### config.mk
export PLATFORM = sky130hd
export DESIGN_NAME = instr_decode_stage
export DESIGN_NICKNAME = d
export VERILOG_FILES = /design/src/rtl/instr_decode_stage.sv
export SDC_FILE = /design/constraint.sdc
export NUM_CORES = 1
export LEC_CHECK = 0
export CORE_UTILIZATION = 25
export CTS_CLUSTER_SIZE = 14
export DETAILED_ROUTE_END_ITERATION = 6
export PLACE_DENSITY = 0.44
export SLEW_MARGIN = 20
export SYNTH_ARGS = -nofsm -noshare
export SYNTH_HDL_FRONTEND = slang
export SYNTH_SLANG_ARGS = --single-unit
### constraint.sdc
create_clock -name clk -period 5.4 [get_ports clk]
set_clock_uncertainty 0.1 [all_clocks]
set_input_delay 0.81 -clock clk [delete_from_list [all_inputs] [get_ports clk]]
set_output_delay 0.81 -clock clk [all_outputs]
set_load 0.005 [all_outputs]
### src/rtl/instr_decode_stage.sv
// Instruction decode stage: decodes a 16-bit instruction word at acceptance
// and buffers the decoded fields in a small circular FIFO toward the consumer.
module instr_decode_stage #(
   parameter int DEPTH    = 2,
   parameter int IMM_W    = 16,
   parameter int SIGN_EXT = 1
) (
   input  logic             clk,
   input  logic             reset,
   input  logic             flush,
   input  logic             in_valid,
   output logic             in_ready,
   input  logic [15:0]      raw_instruction,
   output logic             out_valid,
   input  logic             out_ready,
   output logic [7:0]       opcode,
   output logic [3:0]       rdst,
   output logic [3:0]       rsrc,
   output logic [IMM_W-1:0] immediate,
   output logic [3:0]       flag_type,
   output logic             illegal
);

   localparam int PW = (DEPTH > 1) ? $clog2(DEPTH) : 1;
   localparam int CW = PW + 1;

   typedef struct packed {
      logic [7:0]       opcode;
      logic [3:0]       rdst;
      logic [3:0]       rsrc;
      logic [IMM_W-1:0] imm;
      logic [3:0]       flag_type;
      logic             illegal;
   } entry_t;

   entry_t           mem_q [DEPTH];
   entry_t           dec;
   entry_t           head;
   logic [PW-1:0]    wr_ptr_q, wr_ptr_d;
   logic [PW-1:0]    rd_ptr_q, rd_ptr_d;
   logic [CW-1:0]    count_q, count_d;
   logic             rdy_q;
   logic             push;
   logic             pop;
   logic [IMM_W-1:0] imm_ext;

   assign imm_ext = (SIGN_EXT != 0) ? IMM_W'($signed(raw_instruction[7:0]))
                                    : IMM_W'(raw_instruction[7:0]);

   // Decode the incoming word; anything unmatched falls through as illegal.
   always_comb begin
      dec         = '0;
      dec.opcode  = raw_instruction[15:8];
      dec.illegal = 1'b1;
      if (raw_instruction[15:8] inside {8'h01, 8'h02, 8'h03, 8'h04, 8'h05, 8'h06, 8'h07,
                                        8'h08, 8'h09, 8'h0B, 8'h0C, 8'h0F, 8'h84}) begin
         dec.rdst      = raw_instruction[7:4];
         dec.rsrc      = raw_instruction[3:0];
         dec.flag_type = 4'b0001;
         dec.illegal   = 1'b0;
      end else if (raw_instruction[15:12] inside {4'h1, 4'h2, 4'h3, 4'h5, 4'h9, 4'hB, 4'hD}) begin
         dec.opcode    = {raw_instruction[15:12], 4'h0};
         dec.rdst      = raw_instruction[11:8];
         dec.imm       = imm_ext;
         dec.flag_type = 4'b0010;
         dec.illegal   = 1'b0;
      end else if (raw_instruction[15:8] == 8'h40 || raw_instruction[15:8] == 8'h44) begin
         dec.rdst      = raw_instruction[7:4];
         dec.rsrc      = raw_instruction[3:0];
         dec.flag_type = 4'b0100;
         dec.illegal   = 1'b0;
      end else if (raw_instruction[15:8] == 8'h4C) begin
         dec.rdst      = raw_instruction[7:4];
         dec.rsrc      = raw_instruction[3:0];
         dec.flag_type = 4'b1000;
         dec.illegal   = 1'b0;
      end else if (raw_instruction[15:12] == 4'hC) begin
         dec.opcode    = 8'hC0;
         dec.rdst      = raw_instruction[11:8];
         dec.imm       = imm_ext;
         dec.flag_type = 4'b1000;
         dec.illegal   = 1'b0;
      end
   end

   // Handshake: rdy_q keeps in_ready low until the first edge after reset.
   assign in_ready  = rdy_q && (count_q != CW'(DEPTH)) && !flush;
   assign out_valid = (count_q != '0);
   assign push      = in_valid && in_ready;
   assign pop       = out_valid && out_ready && !flush;

   // FIFO pointer/count next state; flush empties the buffer outright.
   always_comb begin
      wr_ptr_d = wr_ptr_q;
      rd_ptr_d = rd_ptr_q;
      count_d  = count_q;
      if (flush) begin
         wr_ptr_d = '0;
         rd_ptr_d = '0;
         count_d  = '0;
      end else begin
         if (push) wr_ptr_d = wr_ptr_q + 1'b1;
         if (pop)  rd_ptr_d = rd_ptr_q + 1'b1;
         case ({push, pop})
            2'b10:   count_d = count_q + 1'b1;
            2'b01:   count_d = count_q - 1'b1;
            default: count_d = count_q;
         endcase
      end
   end

   // State registers and entry storage, cleared asynchronously on reset.
   always_ff @(posedge clk or posedge reset) begin
      if (reset) begin
         wr_ptr_q <= '0;
         rd_ptr_q <= '0;
         count_q  <= '0;
         rdy_q    <= 1'b0;
         for (int unsigned i = 0; i < DEPTH; i++) mem_q[i] <= '0;
      end else begin
         wr_ptr_q <= wr_ptr_d;
         rd_ptr_q <= rd_ptr_d;
         count_q  <= count_d;
         rdy_q    <= 1'b1;
         if (push) mem_q[wr_ptr_q] <= dec;
      end
   end

   // Head entry presented only while valid; zeros otherwise.
   always_comb begin
      head = mem_q[rd_ptr_q];
      if (!out_valid) head = '0;
   end

   assign opcode    = head.opcode;
   assign rdst      = head.rdst;
   assign rsrc      = head.rsrc;
   assign immediate = head.imm;
   assign flag_type = head.flag_type;
   assign illegal   = head.illegal;

endmodule
==> Yosys cells after proc, flatten, opt, wreduce, memory -nomap -nowiden <==
Index checks and enable logic that the tools add are counted.
{ "totals": {"regBits": 79, "output_inout_bits": 39, "input_bits": 21} }
{ "op_classes": {"n_bitwise": 2, "order_cmp": 3, "eq_ne": 27, "reduce_logical": 14, "add_sub_neg": 4, "muxes": 31} }
{ "ops": {"columns": ["op", "count"], "rows": [
  ["37-bit two-way mux", 5],
  ["74-bit bitwise mux", 1],
  ["16-bit two-way mux", 3],
  ["21-bit two-way mux", 2],
  ["8-bit by 4-bit == test with 1-bit output (second input constant)", 5],
  ["8-bit two-way mux", 5],
  ["37-bit demux with 1-bit select", 1],
  ["8-bit by 3-bit == test with 1-bit output (second input constant)", 4],
  ["8-bit by 7-bit == test with 1-bit output (second input constant)", 3],
  ["12-bit two-way mux", 2],
  ["4-bit == test (second input constant)", 4],
  ["8-bit by 2-bit == test with 1-bit output (second input constant)", 2],
  ["5-bit two-way mux", 3],
  ["13-bit nonzero test", 1],
  ["4-bit two-way mux", 3],
  ["4-bit by 2-bit == test with 1-bit output (second input constant)", 2],
  ["8-bit by 1-bit == test with 1-bit output (second input constant)", 1],
  ["8-bit == test (second input constant)", 1],
  ["7-bit nonzero test", 1],
  ["1-bit logical AND", 6],
  ["2-bit nonzero test", 3],
  ["4-bit by 1-bit == test with 1-bit output (second input constant)", 1],
  ["4-bit by 3-bit == test with 1-bit output (second input constant)", 1],
  ["2-bit greater-or-equal comparator (second input constant)", 2],
  ["14 further kinds", 19]
]} }

==> Longest topological paths before layout <==
Gate-level depths: netlist of the first run.
{ "logic_depth": {"depth_word": 7, "mapped_depth": 6, "depth_no_buf": 4} }

==> Worst setup path after synthesis of the first run <==
Ideal clock, no wire load.
{ "synth_path": {"path_type": "reg2out", "from": "reg rd_ptr_q", "to": "out immediate[10]", "path_buffers": 3, "t_required_ps": 4490, "path_stages_with_launch": 6, "path_slack_ps": 3181, "arrival_time_ps": 1309, "path_cell_list": "dfrtp_1 > clkbuf_1 > buf_2 > mux2i_1 > nor2_1 > buf_4"} }
{ "synth_between": {"elab_chain_cells": 5} }
{ "synth_rtl": {"columns": ["item", "line_no", "text"], "rows": [
  ["start: declaration", "40", "logic [PW-1:0] rd_ptr_q, rd_ptr_d;"],
  ["start signal: assignment", "122", "rd_ptr_q <= rd_ptr_d;"],
  ["1-bit NOT with 2-bit output (not written as such)", "131", "head = mem_q[rd_ptr_q];"],
  ["37-bit two-way mux (not written as such) (3 in series)", "131", null],
  ["37-bit two-way mux", "132", "if (!out_valid) head = '0;"],
  ["end: declaration", "19", "output logic [IMM_W-1:0] immediate,"]
]} }
No other way between the ends. The select of a mux whose other input is x is not followed.

==> Final worst setup path of the first run <==
{ "layout_path": {"from": "reg rd_ptr_q", "to": "out flag_type[2]"} }
{ "layout_between": {"elab_chain_cells": 5} }
{ "layout_rtl": {"columns": ["item", "line_no", "text"], "rows": [
  ["1-bit NOT with 2-bit output (not written as such)", "131", null],
  ["37-bit two-way mux (not written as such) (3 in series)", "131", null],
  ["37-bit two-way mux", "132", null],
  ["end: declaration", "20", "output logic [3:0] flag_type,"]
]} }
No other way between the ends. The select of a mux whose other input is x is not followed.

==> out/summary.txt, run 1 <==
Worst min path class: flop to flop
Vias: 2,571
Core Util, Final: 33.6%
Ys async rst share: 100%
GRT Total Usage: 13.6%
H-tree lvl count: 3
Pwr dens: 351 nW/um^2
Switch share: 25.4%
Final setup viols: 0
Mapped Cells: 343
Post-synth EDFFs: 0
Register area share after synthesis: 48.0%
Worst hold slack: 0.375 ns
Worst Path Arrival: 2.44 ns
Max Root-Sink Buffers: 2
Hold Path Sink: mem_q[41]
Area growth syn-to-layout: 30.0%
Clock buffer count from CTS: 9
Initial antenna violation count: 0
Number of diodes: 0
Main synth FF type: dfrtp_1
Synth cell count leaders: dfrtp_1, nand2_1, mux2i_1, nor2_1, o21ai_0
Max-slew headroom: 42.5%
Minimum clock period: 3.35 ns
Crit-path max FO: 17
First-pass GRT wire length: 13.7 mm
Seq cells post-synth: 63
Worst-Skew Late Latency: 0.33 ns
TritonCTS clock tree: yes
Sequential Power Share: 40.9%
Worst setup EP type: primary output
Top Family by Delay on Critical Path: buffers and inverters
Largest area contributor in the netlist: dfrtp_1
Worst Path Buf+Inv: 2
Final Max Slew Viols: 0
Residual DRC count: 0
Die width: 117 um
First-pass DRT Iterations: 4
Largest net degree at the start of global routing: 64
Setup TNS: 0 ns
Post-synthesis cell area: 3290 um^2
Worst Hold Depth: 2
Die span in y: 117 um
DP Worst Slack: 2.15 ns
Critical path's slowest cell: dfrtp_1
Io pins: 60
Vias in the first global route: 2,629
Sw Pwr: 0.382 mW
Hold Buf Count CTS: 0
DRT iter0 DRCs: 142
R2R depth: 5
Outcome: finished, final reports clean
Syn avg cell area: 9.58 um^2
R2r setup slk: 3.13 ns
Comb pwr share: 18.1%
Max Cap Viol: 0
Core area: 12,700 um^2
CTS clk-pin slew, worst paths: 0.05 ns
Synthesis Warnings: 0
Crit Reg-Reg Startpoint: count_q[0]
Reg2reg end: mem_q[37]
Ratio of cells with drive above 1 in the final layout: 12.1%
Drt total wl: 8.31 mm
Crit Path Class: flop to primary output
Clock Sink Count: 63
Critical Path RT: 4.49 ns
Largest cells by area after synthesis: dfrtp_1, mux2i_1, nand2_1, o21ai_0, nor2_1
Hold_sp: mem_q[41]
Grt ovf: 0
Final Worst Setup Slack: 2.05 ns
Netlist cell types: 38
PortBufs: 59
Clock network fraction of total power: 41.0%
HPWL after DPL: 5.56 mm
WL/cell: 14.8 um
DRT antenna net count: 0
Worst path cell trace: buf_4, mux2i_1, nor2_1, clkdlybuf4s50_1
CTS root buffer: clkbuf_16
Final Cycle Share: 62.0%
Initial core utilization: 25.8%
Row count: 41
RSZ-0062 raised after global routing: false
CP max stage delay: 0.85 ns
Hold Violations, Final: 0
Pint: 1.12 mW
Post-CTS Setup Inserts: 0
Most numerous cell in the Yosys netlist: dfrtp_1
DR vias/cell: 4.57
Syn Nets: 364
Post-synth top area share: 48.0%
Max Clk Rate: 299 MHz
Least-Margin Pin Slew: 0.860 ns
# resized after CTS: 0
Startpoint Class: flop
Final Wtd Congestion: 0.763
Peak supply drop: 0.215 mV
Fin nets: 407
Leak: 1.76 nW
Die area: 13,600 um^2
logic make-up (layout without fill, tap and decap cells):
family                    count (synthesis)  after routing  share of synthesized area (%)
other                                     1              1                          0.114
DFF                                      63             63                           48.0
AOI/OAI and AO/OA                        79             79                           15.3
and+or+nand+nor                         114            114                           15.5
xor gates and xnor gates                  2              2                          0.533
muxes                                    46             46                           14.3
buffers and inverters                    38             85                           6.25
flip-flops by register name (all words and copies together), names as in the netlist:
signal    cells
count_q       2
mem_q        58
rd_ptr_q      1
rdy_q         1
wr_ptr_q      1
per-stage QoR:
stage | cells | cell area (um^2) | total power [mW]
floorplan | 343 | 3290 | 0.796
CTS | 562 | 4270 | 1.53
global route | 562 | 4270 | 1.59
finish | 562 | 4270 | 1.50
global placement | 547 | 3960 | 0.895
detailed placement | 547 | 3960 | 0.901
how the worst max path moves through the flow:
stage                             startpoint            to  cells after the start
after detailed placement  raw_instruction[9]      mem_q[0]                      5
after floorplan                        reset    count_q[0]                      1
after CTS                           rd_ptr_q  flag_type[2]                      4
final                               rd_ptr_q  flag_type[2]                      4
after global routing                rd_ptr_q       rdst[1]                      4
after global placement    raw_instruction[9]      mem_q[0]                      5
cell usage in the layout, fill, tap and decap left out, types with 2 or more instances in the layout:
master / Yosys / routed
nand3b_1: 3 / 3
nand4_1: 2 / 2
xor2_1: 2 / 2
a21oi_1: 18 / 18
clkinv_2: 0 / 2
clkbuf_16: 0 / 9
bufinv_16: 0 / 2
mux2_2: 8 / 8
nand2_1: 47 / 47
nand3_1: 4 / 2
a31oi_2: 4 / 4
inv_1: 6 / 5
dfrtp_1: 63 / 63
o21ai_0: 31 / 31
nand3_2: 1 / 3
buf_4: 10 / 5
nor3b_1: 2 / 2
o21ai_1: 3 / 3
mux2i_1: 38 / 38
clkdlybuf4s50_1: 0 / 59
a32o_1: 2 / 2
a31o_2: 8 / 8
nor3_1: 11 / 11
nor2_1: 36 / 35
o31ai_1: 8 / 8
layout make-up:
cell class                      instances  area [um^2]
Inverter                                6         22.5
Multi-Input combinational cell        242         1520
Timing Repair Buffer                   64          628
Tap cell                              172          215
Clock buffer                           11          243
Clock inverter                          4         70.1
Fill cell                            1361         8450
Sequential cell                        63         1580
per-layer routing:
metal	vias up	global-route usage, %	share of wire (%)	routed length, um
li1	1266	-	-	-
met1	1242	17.9	47	3870
met2	53	21.4	48	3970
met3	10	3.63	4.3	356
met4	0	4.81	1.5	123
met5	-	0	0	0
power by group through the flow:
| stage | Clock (mW) | Combinational (mW) | Sequential (mW) |
|---|---|---|---|
| 5_1_grt | 0.649 | 0.308 | 0.629 |
| 3_3_place_gp | 0 | 0.275 | 0.620 |
| 2_1_floorplan | 0 | 0.190 | 0.607 |
| 3_5_place_dp | 0 | 0.277 | 0.624 |
| 6_report | 0.615 | 0.271 | 0.614 |
| 4_1_cts | 0.632 | 0.278 | 0.616 |
worst register-to-register path, cell delays in order, from the launching register on:
cell      delay [ns]
dfrtp_1         0.44
nand2b_1        0.42
nand3_2         0.17
buf_4           0.47
nor2_1          0.25
a32o_1          0.31
(Power assumes the default switching activity.)
==> run 2, diff against run 1 <==
Clock period 5.4 ns to 3.3 ns, I/O delays scaled along.
==> run 2 against run 1 <==
  * Die area stayed put
  * Routed wire length is 2.5% higher
  * Non-clock buffer count is 9 higher
  * Global-route usage is 0.12 points higher
==> out/summary.txt, run 2 (same netlist as run 1, synthesis figures left out) <==
Outcome: finished, final reports clean (unchanged)
Die span in y: 117 um (unchanged)
GRT Total Usage: 13.7% (was 13.6%)
Largest net degree at the start of global routing: 64 (unchanged)
Vias: 2,597 (was 2,571)
Area post-placement: 4040 um^2 (was 3960 um^2)
Met3 Resource Use GR: 3.22% (was 3.63%)
Minimum clock period: 2.76 ns
H-tree lvl count: 3 (unchanged)
Io pins: 60 (unchanged)
Biggest regs: mem_q: 58 flops, count_q: 2 flops (unchanged)
Worst Path Arrival: 2.16 ns (was 2.44 ns)
Critical Path RT: 2.70 ns (was 4.49 ns)
Fin nets: 416 (was 407)
Overall power: 2.57 mW (was 1.50 mW)
PortBufs: 59 (unchanged)
TritonCTS clock tree: yes (unchanged)
Max-slew headroom: 66.3% (was 42.5%)
First-pass DRT Iterations: 4 (unchanged)
Worst-Skew Late Latency: 0.33 ns (about the same)
Core area: 12,700 um^2 (unchanged)
Largest register by flop count: mem_q (unchanged)
CTS root buffer: clkbuf_16 (unchanged)
Final cell count without fillers: 572 (was 562)
RSZ-0062 raised after global routing: false (unchanged)
Setup TNS: 0 ns (unchanged)
Ratio of cells with drive above 1 in the final layout: 14.5% (was 12.1%)
Hold Violations, Final: 0 (unchanged)
CTS clk-pin slew, worst paths: 0.06 ns (was 0.05 ns)
DRT iter0 DRCs: 104 (was 142)
Crit-path max FO: 9 (was 17)
Max Clk Rate: 363 MHz
HPWL after DPL: 5.83 mm (was 5.56 mm)
Grt ovf: 0 (unchanged)
Met2 usage: 21.5% (was 21.4%)
Initial antenna violation count: 0 (unchanged)
# resized after CTS: 0 (unchanged)
Initial core utilization: 25.8% (unchanged)
DRT antenna net count: 0 (unchanged)
Vias in the first global route: 2,593 (was 2,629)
Final Max Slew Viols: 0 (unchanged)
Worst hold slack: 0.379 ns (was 0.375 ns)
Die area: 13,600 um^2 (unchanged)
Met1 GRT Util: 18.3% (was 17.9%)
Final Worst Setup Slack: 0.542 ns (was 2.05 ns)
First-pass GRT wire length: 14.0 mm (was 13.7 mm)
Pwr dens: 585 nW/um^2 (was 351 nW/um^2)
Area growth syn-to-layout: 33.5% (was 30.0%)
Max reg flops: 58 (unchanged)
Die width: 117 um (unchanged)
Core Util, Final: 34.5% (was 33.6%)
Worst setup EP type: primary output (unchanged)
Design area: 4390 um^2 (was 4270 um^2)
Max Root-Sink Buffers: 2 (unchanged)
Leak: 1.82 nW (was 1.76 nW)
Crit Path Class: flop to primary output (unchanged)
Row count: 41 (unchanged)
Hold Buf Count CTS: 0 (unchanged)
Placed insts: 556 (was 547)
Commonest non-fill, non-tap cell in the layout: dfrtp_1 (unchanged)
Drt total wl: 8.52 mm (was 8.31 mm)
Final Wtd Congestion: 0.789 (was 0.763)
Startpoint Class: flop (unchanged)
Gr busiest metal: met2 (unchanged)
DP Worst Slack: 0.748 ns (was 2.15 ns)
Clock Sink Count: 63 (unchanged)
Peak supply drop: 0.397 mV (was 0.215 mV)
Final Cycle Share: 83.6%
Final setup viols: 0 (unchanged)
Post-CTS Setup Inserts: 0 (unchanged)
DR vias/cell: 4.54 (was 4.57)
Most frequent cells in the layout: dfrtp_1, clkdlybuf4s50_1, nand2_1, mux2i_1, nor2_1 (unchanged)
Max Cap Viol: 0 (unchanged)
Worst min path class: flop to flop (unchanged)
WL/cell: 14.9 um (was 14.8 um)
Number of diodes: 0 (unchanged)
Least-Margin Pin Slew: 0.504 ns (was 0.860 ns)
Residual DRC count: 0 (unchanged)
Clock buffer count from CTS: 9 (unchanged)
run 2: worst paths after layout:
path,to,startpoint,slack (ns),depth (start not counted)
setup / recovery,immediate[14],rd_ptr_q,0.54,3
hold / removal,mem_q[9],mem_q[9],0.38,2
setup reg to reg,mem_q[62],count_q[0],1.12,5
hold reg to reg,mem_q[9],mem_q[9],0.38,2
max in group asynchronous,mem_q[62],reset,2.35,3
min in group asynchronous,mem_q[1],reset,0.44,3
run 2: metal layers:
layer,wire (um),vias to the layer above,part of all wire [%]
met3,293,12,3.4
li1,-,1287,-
met5,0,-,0
met4,157,0,1.8
met2,3900,49,46
met1,4170,1249,49
run 2: cell type report:
class                           instances  area, um^2
Tap cell                              172         215
Fill cell                            1353        8340
Timing Repair Buffer                   73         708
Multi-Input combinational cell        242        1520
Clock buffer                           10         239
Sequential cell                        63        1580
Clock inverter                          6         108
Inverter                                6        22.5
run 2: worst max-delay path: stages, from the launching register on:
cell             delay (ns)
dfrtp_1                0.65
mux2i_1                0.15
nor2_1                 0.42
clkdlybuf4s50_1        0.61
run 2: power breakdown:
group | internal, mW | total [mW] | switching (mW)
Combinational | 0.240 | 0.458 | 0.218
Clock | 0.755 | 1.10 | 0.349
Sequential | 0.924 | 1.00 | 0.0812
Total | 1.92 | 2.57 | 0.648
